===== src/rtl/instruction_prefetch_queue.sv =====
// Instruction prefetch queue: issues sequential fetches to a multi-cycle
// instruction memory over a req/ack handshake, buffers up to DEPTH
// {PC, instruction} pairs and presents the oldest one to decode.
// A taken branch (Redirect) flushes the queue and restarts fetch; a request
// already in flight is allowed to complete and its data is dropped.
// Optional build macro: IPQ_PERF_CNT_EN adds the FetchCnt/DiscardCnt counters.
//
// state      | meaning
// -----------+------------------------------------------------------------
// ST_BOOT    | first cycle after reset; captures StartPC as the fetch PC
// ST_FETCH   | normal operation; requests issued while the queue has room
// ST_DISCARD | redirected with a request in flight; waits for its ack and
//            | drops the returning data, then refetches at the new PC
module instruction_prefetch_queue #(
  parameter int DEPTH   = 4,
  parameter int ADDR_W  = 64,
  parameter int INSTR_W = 32
) (
  input  logic               Clk,
  input  logic               Rst_n,
  input  logic [ADDR_W-1:0]  StartPC,
  input  logic               Redirect,
  input  logic [ADDR_W-1:0]  RedirectPC,
  output logic               IMemReq,
  output logic [ADDR_W-1:0]  IMemAddr,
  input  logic               IMemAck,
  input  logic [INSTR_W-1:0] IMemData,
  output logic               InstrValid,
  output logic [INSTR_W-1:0] Instr,
  output logic [ADDR_W-1:0]  InstrPC,
  input  logic               Stall
`ifdef IPQ_PERF_CNT_EN
  ,
  output logic [31:0]        FetchCnt,
  output logic [31:0]        DiscardCnt
`endif
);

  localparam int CNT_W = $clog2(DEPTH + 1);
  localparam int PTR_W = $clog2(DEPTH);
  localparam logic [CNT_W-1:0] DEPTH_C = CNT_W'(DEPTH);

  typedef enum logic [1:0] {
    ST_BOOT,
    ST_FETCH,
    ST_DISCARD
  } state_t;

  state_t             state_q, state_d;
  logic [ADDR_W-1:0]  pc_q, pc_d, next_pc;
  logic               req_q, req_d;
  logic [ADDR_W-1:0]  addr_q, addr_d;
  logic [CNT_W-1:0]   count_q, count_d;
  logic [PTR_W-1:0]   head_q, head_d, tail_q, tail_d;
  logic [INSTR_W-1:0] instr_q, instr_d;
  logic [ADDR_W-1:0]  instr_pc_q, instr_pc_d;
  logic               push, pop, ack;
  logic [ADDR_W-1:0]  start_tgt, redirect_tgt;

  logic [INSTR_W-1:0] instr_mem [DEPTH];
  logic [ADDR_W-1:0]  pc_mem    [DEPTH];

  // Word-align both restart addresses by clearing the low two bits.
  assign start_tgt    = StartPC & ~ADDR_W'(3);
  assign redirect_tgt = RedirectPC & ~ADDR_W'(3);
  assign ack          = req_q & IMemAck;

  // Next-state, fetch-issue and queue-pointer logic.
  always_comb begin
    state_d    = state_q;
    pc_d       = pc_q;
    req_d      = req_q;
    addr_d     = addr_q;
    next_pc    = pc_q;
    push       = 1'b0;
    pop        = 1'b0;
    count_d    = count_q;
    head_d     = head_q;
    tail_d     = tail_q;
    instr_d    = instr_q;
    instr_pc_d = instr_pc_q;

    case (state_q)
      ST_BOOT: begin
        state_d = ST_FETCH;
        next_pc = Redirect ? redirect_tgt : start_tgt;
      end
      ST_FETCH: begin
        if (Redirect) begin
          next_pc = redirect_tgt;
          // An ack in the redirect cycle closes the request; its data is dropped.
          if (req_q && !IMemAck) state_d = ST_DISCARD;
          else                   req_d   = 1'b0;
        end else begin
          if (ack) begin
            push    = 1'b1;
            next_pc = addr_q + ADDR_W'(4);
            req_d   = 1'b0;
          end
          pop = (count_q != '0) && !Stall;
        end
      end
      ST_DISCARD: begin
        if (Redirect) next_pc = redirect_tgt;
        if (ack) begin
          req_d   = 1'b0;
          state_d = ST_FETCH;
        end
      end
      default: state_d = ST_BOOT;
    endcase
    pc_d = next_pc;

    if (Redirect) begin
      count_d = '0;
      head_d  = '0;
      tail_d  = '0;
    end else begin
      count_d = count_q + CNT_W'(push) - CNT_W'(pop);
      head_d  = head_q + PTR_W'(pop);
      tail_d  = tail_q + PTR_W'(push);
    end

    // New request only once nothing is in flight and the queue has a free slot,
    // which also guarantees an ack can never arrive with the queue full.
    if (state_d == ST_FETCH && !req_d && count_d < DEPTH_C) begin
      req_d  = 1'b1;
      addr_d = next_pc;
    end

    // Head registers follow the new head entry; when empty they hold.
    if (count_d != '0) begin
      if (push && head_d == tail_q) begin
        instr_d    = IMemData;
        instr_pc_d = addr_q;
      end else begin
        instr_d    = instr_mem[head_d];
        instr_pc_d = pc_mem[head_d];
      end
    end
  end

  // State, fetch and queue-control registers.
  always_ff @(posedge Clk or negedge Rst_n) begin
    if (!Rst_n) begin
      state_q    <= ST_BOOT;
      pc_q       <= '0;
      req_q      <= 1'b0;
      addr_q     <= '0;
      count_q    <= '0;
      head_q     <= '0;
      tail_q     <= '0;
      instr_q    <= '0;
      instr_pc_q <= '0;
    end else begin
      state_q    <= state_d;
      pc_q       <= pc_d;
      req_q      <= req_d;
      addr_q     <= addr_d;
      count_q    <= count_d;
      head_q     <= head_d;
      tail_q     <= tail_d;
      instr_q    <= instr_d;
      instr_pc_q <= instr_pc_d;
    end
  end

  // Queue storage; contents are only meaningful between head and tail.
  always_ff @(posedge Clk) begin
    if (push) begin
      instr_mem[tail_q] <= IMemData;
      pc_mem[tail_q]    <= addr_q;
    end
  end

  assign IMemReq    = req_q;
  assign IMemAddr   = addr_q;
  assign InstrValid = (count_q != '0);
  assign Instr      = instr_q;
  assign InstrPC    = instr_pc_q;

`ifdef IPQ_PERF_CNT_EN
  logic drop_ack;
  assign drop_ack = ack && (state_q == ST_DISCARD || (state_q == ST_FETCH && Redirect));

  // Accepted-fetch and discarded-instruction counters, free-running modulo 2^32.
  always_ff @(posedge Clk or negedge Rst_n) begin
    if (!Rst_n) begin
      FetchCnt   <= '0;
      DiscardCnt <= '0;
    end else begin
      if (push) FetchCnt <= FetchCnt + 32'd1;
      DiscardCnt <= DiscardCnt + (Redirect ? 32'(count_q) : 32'd0) + {31'd0, drop_ack};
    end
  end
`endif

endmodule


===== config.mk =====
export PLATFORM = sky130hd
export DESIGN_NAME = instruction_prefetch_queue
export DESIGN_NICKNAME = d
export VERILOG_FILES = /design/src/rtl/instruction_prefetch_queue.sv
export SDC_FILE = /design/constraint.sdc
export NUM_CORES = 1
export LEC_CHECK = 0
export CELL_PAD_IN_SITES_DETAIL_PLACEMENT = 1
export CELL_PAD_IN_SITES_GLOBAL_PLACEMENT = 1
export CORE_ASPECT_RATIO = 0.7
export CORE_MARGIN = 5
export CORE_UTILIZATION = 49
export CTS_BUF_LIST = sky130_fd_sc_hd__clkbuf_16
export CTS_CLUSTER_SIZE = 8
export DETAILED_ROUTE_END_ITERATION = 12
export GPL_TIMING_DRIVEN = 0
export PLACE_DENSITY_LB_ADDON = 0.1
export SYNTH_ARGS = -nofsm -noshare
export SYNTH_HDL_FRONTEND = slang
export SYNTH_SLANG_ARGS = --single-unit

===== constraint.sdc =====
create_clock -name Clk -period 22.7 [get_ports Clk]
set_input_delay 4.54 -clock Clk [delete_from_list [all_inputs] [get_ports Clk]]
set_output_delay 4.54 -clock Clk [all_outputs]
set_load 0.005 [all_outputs]

Word-level counts from Yosys, hierarchy flattened
Memories as Yosys holds them, arrays and structs flattened. A register that Yosys moved wholly into a read port is not among the register bits.
Cells that the tools add are included.
W data, S select, Z words.

word-level totals
  register bits after elaboration = 138
  latch bits = 0
  RAM bits = 384
  bits in read-only memories = 0
  input port bits = 165
  output and inout port bits = 162
  memories = 2

memory list
  memory     words  bits a word  rd ports  clocked after Yosys merged registers in  wr ports  RTL line  text
  pc_mem     4      64           1         1                                        1         61        logic [ADDR_W-1:0] pc_mem [DEPTH];
  instr_mem  4      32           1         1                                        1         60        logic [INSTR_W-1:0] instr_mem [DEPTH];

cells by class
  add/subtract/negate cells = 5
  multipliers = 0
  divide/modulo/power cells = 0
  magnitude comparators = 1
  equality and inequality tests = 3
  shift-type cells = 0
  multiplexer cells = 24
  bitwise logic cells = 1
  reduce and logical (&&, ||, !) cells = 12

operators by type and width
  operator                 count
  $mux W64                 4
  $pmux W64 S3             1
  $add A64 B3 Y64 const B  1
  $mux W1                  11
  $mux W2                  5
  $pmux W2 S3              1
  $reduce_bool A3 Y1       2
  $logic_not A1 Y1         5
  $add A2 B1 Y2            2
  $eq A2 B1 Y1 const B     2
  $logic_and A1 B1 Y1      4
  $add A3 B1 Y3            1
  $lt A3 B3 Y1 const B     1
  $mux W3                  1
  $sub A3 B1 Y3            1
  $eq A2 B2 Y1 const B     1
  $logic_not A2 Y1         1
  $pmux W1 S2              1
  $and A1 B1 Y1            1

Depth between registers and ports, before layout
  depth in word-level cells = 10
  gate-level depth with buffers = 20
  depth with buffers taken out = 14

Worst setup path after synthesis
OpenSTA, ideal clock, no wires.

  path kind = input port to flip-flop
  from = in Redirect
  to = mem instr_mem[2][0], enable pin
  setup time = 688 ps
  arrival time = 12300 ps
  data required time = 22012 ps
  path slack = 9712 ps
  cell stages on the path = 5
  buffers on the path = 2
  cells stage by stage = buf_2 -> nor2b_1 -> nand2_1 -> clkbuf_1 -> nor3b_1

between the ends
  cells in the longest elaborated chain, start to end = 4

ends and longest elaborated chain
  item                           RTL line  text
  start: declaration             22        input logic Redirect,
  $mux W1                        89        if (Redirect) begin
  $mux W1                        83        case (state_q)
  $mux W1                        170       if (push) begin
  $mux W1 (not written as such)  171       instr_mem[tail_q] <= IMemData;
  end: declaration               60

Every way passes these cells.

Final worst setup path
  from = in IMemAck
  to = reg instr_q[22] (netlist: Instr[22]), read port of instr_mem

between the ends
  cells in the longest elaborated chain, start to end = 8

ends and longest elaborated chain
  item                RTL line  text
  start: declaration  26        input logic IMemAck,
  $and A1 B1 Y1       66        assign ack = req_q & IMemAck;
  $mux W1             95        if (ack) begin
  $mux W1             89
  $mux W1             83
  $add A3 B1 Y3       119       count_d = count_q + CNT_W'(push) - CNT_W'(pop);
  $sub A3 B1 Y3       119
  $mux W3             114       if (Redirect) begin
  net count_d[2]      53        logic [CNT_W-1:0] count_q, count_d;
  $reduce_bool A3 Y1  132       if (count_d != '0) begin
  end: declaration    55        logic [INSTR_W-1:0] instr_q, instr_d;

The timed path passes the listed nets, and every way through them passes these cells.
A chain may end at the register's enable or synchronous reset.

==> impl_metrics.ini <==
[clock_network]
cts-buffers-inserted = 87
clockBufferDepth = 3
clkTransAtPathRegs_ns = 0.05
cts_resized = 0
root_buffer = clkbuf_16
clock-sinks = 618
cts_hold_buf = 0
insertion_delay_ns = 0.65
cts_tree = done
cts_max_level = 3
cts_setup_buffers = 0

[layout]
ff_latch_area_mm2 = 0.0174
drive_above_1_share_pct = 12.1
final_cell_mix = edfxtp_1, clkdlybuf4s50_1, nand2_1
multi_input_area_mm2 = 0.00959
fillers = 5449
nets = 2739
final_common_cell = edfxtp_1
area_delta_synth_final_pct = 26.0

[synthesis]
synthXorXnorAreaFrac_pct = 1.44
ys.flop_type = edfxtp_1
synth_compound_area_share_pct = 12.7
synth_warnings = 0
async_flop_share_pct = 37.9
synth.cell_area_mm2 = 0.0278
seq_area_frac_synth_pct = 62.6
synth_edf_count = 384
synth_top_family_by_area = compound AO/OA/AOI/OAI gates
syn_nets = 2298
synth.top_cell.area_share_pct = 41.5
synth.distinct_cells = 84
yosys-top-cells-area = edfxtp_1, dfrtp_1, mux4_2, nand2_1, a22oi_1
yosys-mux-area-fraction_pct = 9.80
synth.avg_cell_area_um2 = 13.1
synth_seq_cells = 618
syn_inst = 2125
synth_top_area_cell = edfxtp_1
synthSimpleGateAreaFrac_pct = 10.1
synth_fa_ha_area_share_pct = 0.387

[timing]
relSlewSlack_pct = 3.20
worst_pin_slew_ns = 1.44
drv_slew = 0
setup_tns_ns = 0
grt_setup_unrepaired = false
fin_worst_skew_ns = 0.0348
max_freq_mhz = 87.6
hold_viol_final = 0
fin_crit_sh_pct = 50.3
setup_viol = 0
min_period_ns = 11.42

[place]
port_buffers = 321
gp_congestion = 1.02
dpl.hpwl_mm = 80.7

[floorplan]
dieArea_mm2 = 0.0616
fp.dieH_um = 209
core-area_mm2 = 0.0564
dieWidth_um = 295
io_pins = 327
start_util_pct = 49.2
rows = 73

[grt]
grt-ovfl-total = 0
grt_pass1_vias = 23800
grt_max_degree = 111
grt_usage_pct = 37.8
grt_pass1_wl_mm = 169
antenna_found_initial = 8

[detailed_routing]
vias = 22900
first_pass_iters = 6
wl_met2_mm = 52.6
drc = 0
dr_wl_met3_mm = 14.3
top_layer = met5
avgRoutedWirePerCell_um = 34.8
wl_met1_mm = 46.9
drt_iter0_markers = 3275
drtAntennaViolNets = 0
drt_wl_total_mm = 118
routed_via_density = 6.74

[flow_run]
maxCapViolations = 0

[power]
design_power_total_w = 0.00493
p_leak_nw = 13.0
p_per_area_mw_per_mm2 = 141
p_sw_w = 0.00202
p_comb_share_pct = 39.2
intPower_w = 0.00291
pwr-share-clk_pct = 24.8
sequentialPowerShare_pct = 36.1
swShare_pct = 40.9
ir_drop_mv = 0.0904

[worst_setup_path]
cp-end-kind = flop
crit_type = primary input to flop
cp_common_cell = clkbuf_1
timing.critical_path.buf_inv = 6
crit_required_ns = 23.27
critPathMaxFanout = 10
worstPathCellList = clkdlybuf4s50_1 -> nand2_1 -> clkbuf_1 -> clkbuf_1 -> clkbuf_1 -> nand2_1 -> o21ai_0 -> ha_1 -> fa_1 -> xor3_1 -> nor2_1 -> nor3_2 -> a31oi_1 -> clkbuf_1 -> clkbuf_1 -> nand2_1 -> nand2_1
r2r_start = IMemReq$_DFF_PN0_
worstSetupStartpoint = IMemAck
critPathArrivalTime_ns = 11.99
crit_slowest_cell = a31oi_1
critPathMaxStageDelay_ns = 0.91
cpLargestDelayFamily = buffers and inverters
worst_setup_path_start_kind = primary input

[hold_path]
min_path_type = flop to flop
min_from = InstrPC[12]$_DFFE_PN0P_

[outcome]
outcome = complete, no violations
==> flip-flops by register name, indices dropped and copies added, names as in the netlist <==
name and cells:
pc_mem 256, instr_mem 128, IMemAddr 64, InstrPC 64, pc_q 64, Instr 32
count_q 3, head_q 2, state_q 2, tail_q 2, IMemReq 1
==> per-layer routing <==
layer / vias to the layer above / GRT usage, %
li1: 9083 / -
met1: 11900 / 53.5
met2: 1596 / 56.3
met3: 297 / 11.2
met4: 4 / 12.9
met5: - / 0
==> power groups by stage <==
| stage | Combinational [W] | Sequential (W) | Clock, W |
|---|---|---|---|
| after CTS | 0.00186 | 0.00176 | 0.00122 |
| after floorplan | 0.000915 | 0.00168 | 0 |
| after detailed placement | 0.00183 | 0.00178 | 0 |
| after global routing | 0.00200 | 0.00180 | 0.00128 |
| after global placement | 0.00175 | 0.00177 | 0 |
| final | 0.00193 | 0.00178 | 0.00122 |
==> final cells by class <==
type	count	area share, %
sequential	618	49.7
multi-input combinational	1309	27.4
timing repair buffer	352	10.5
clock buffer	87	6.22
tap	750	2.68
buffer	155	1.90
clock inverter	75	1.17
inverter	43	0.461
antenna	3	0.0214
==> synth_stat cells, types with 10 or more instances <==
cell type / instances
dfrtp_1: 234
inv_1: 41
o31ai_1: 10
nand4_1: 32
buf_2: 21
o21ai_0: 113
and2_1: 12
a31oi_1: 17
and3_1: 17
and4_1: 14
buf_1: 14
nor2_1: 95
mux4_2: 96
mux2i_1: 20
a21oi_1: 88
nand2_1: 296
clkbuf_1: 107
edfxtp_1: 384
xnor2_1: 24
nor3_1: 25
xor2_1: 19
a22o_1: 21
nand3_1: 36
o221ai_1: 12
a221o_1: 12
a221oi_1: 18
a22oi_1: 119
mux2_2: 32
==> logic make-up (layout without fill, tap and decap cells) <==
family                     count (synthesis)  in the layout
xor gates and xnor gates                  44             44
buffers and inverters                    198            712
adders and majority gates                  8              8
other                                      0              3
DFF                                      618            618
AOI/OAI and AO/OA                        517            517
and+or+nand+nor                          592            592
muxes                                    148            148
==> stage by stage <==
stage | setup slack [ns] | hold WS [ns] | cells | util [%] | instance area (um2)
floorplan | 9.71 | 0.461 | 2125 | - | 27800
global placement | 1.99 | 0.480 | 3196 | 56.6 | 31900
detailed placement | 11.08 | 0.499 | 3227 | 57.4 | 32400
CTS | 11.73 | 0.512 | 3389 | 62.0 | 35000
global route | 11.27 | 0.527 | 3391 | 62.0 | 35000
finish | 11.28 | 0.513 | 3392 | 62.0 | 35000
==> final timing paths <==
check | slack [ns] | cells after the start | to
max in group asynchronous | 17.48 | 3 | InstrPC[27]$_DFFE_PN0P_
min reg2reg | 0.51 | 2 | InstrPC[12]$_DFFE_PN0P_
max | 11.28 | 17 | Instr[22]$_DFFE_PN0P_
min in group asynchronous | 3.80 | 1 | pc_q[58]$_DFF_PN0_
min | 0.51 | 2 | InstrPC[12]$_DFFE_PN0P_
max reg2reg | 15.34 | 16 | Instr[22]$_DFFE_PN0P_
==> tightest hold or removal path: stages, from the launching register on <==
cell and delay, ns:
dfrtp_1 0.34, a22oi_1 0.08, nand2_1 0.06
Power figures use the tool's default switching activity.
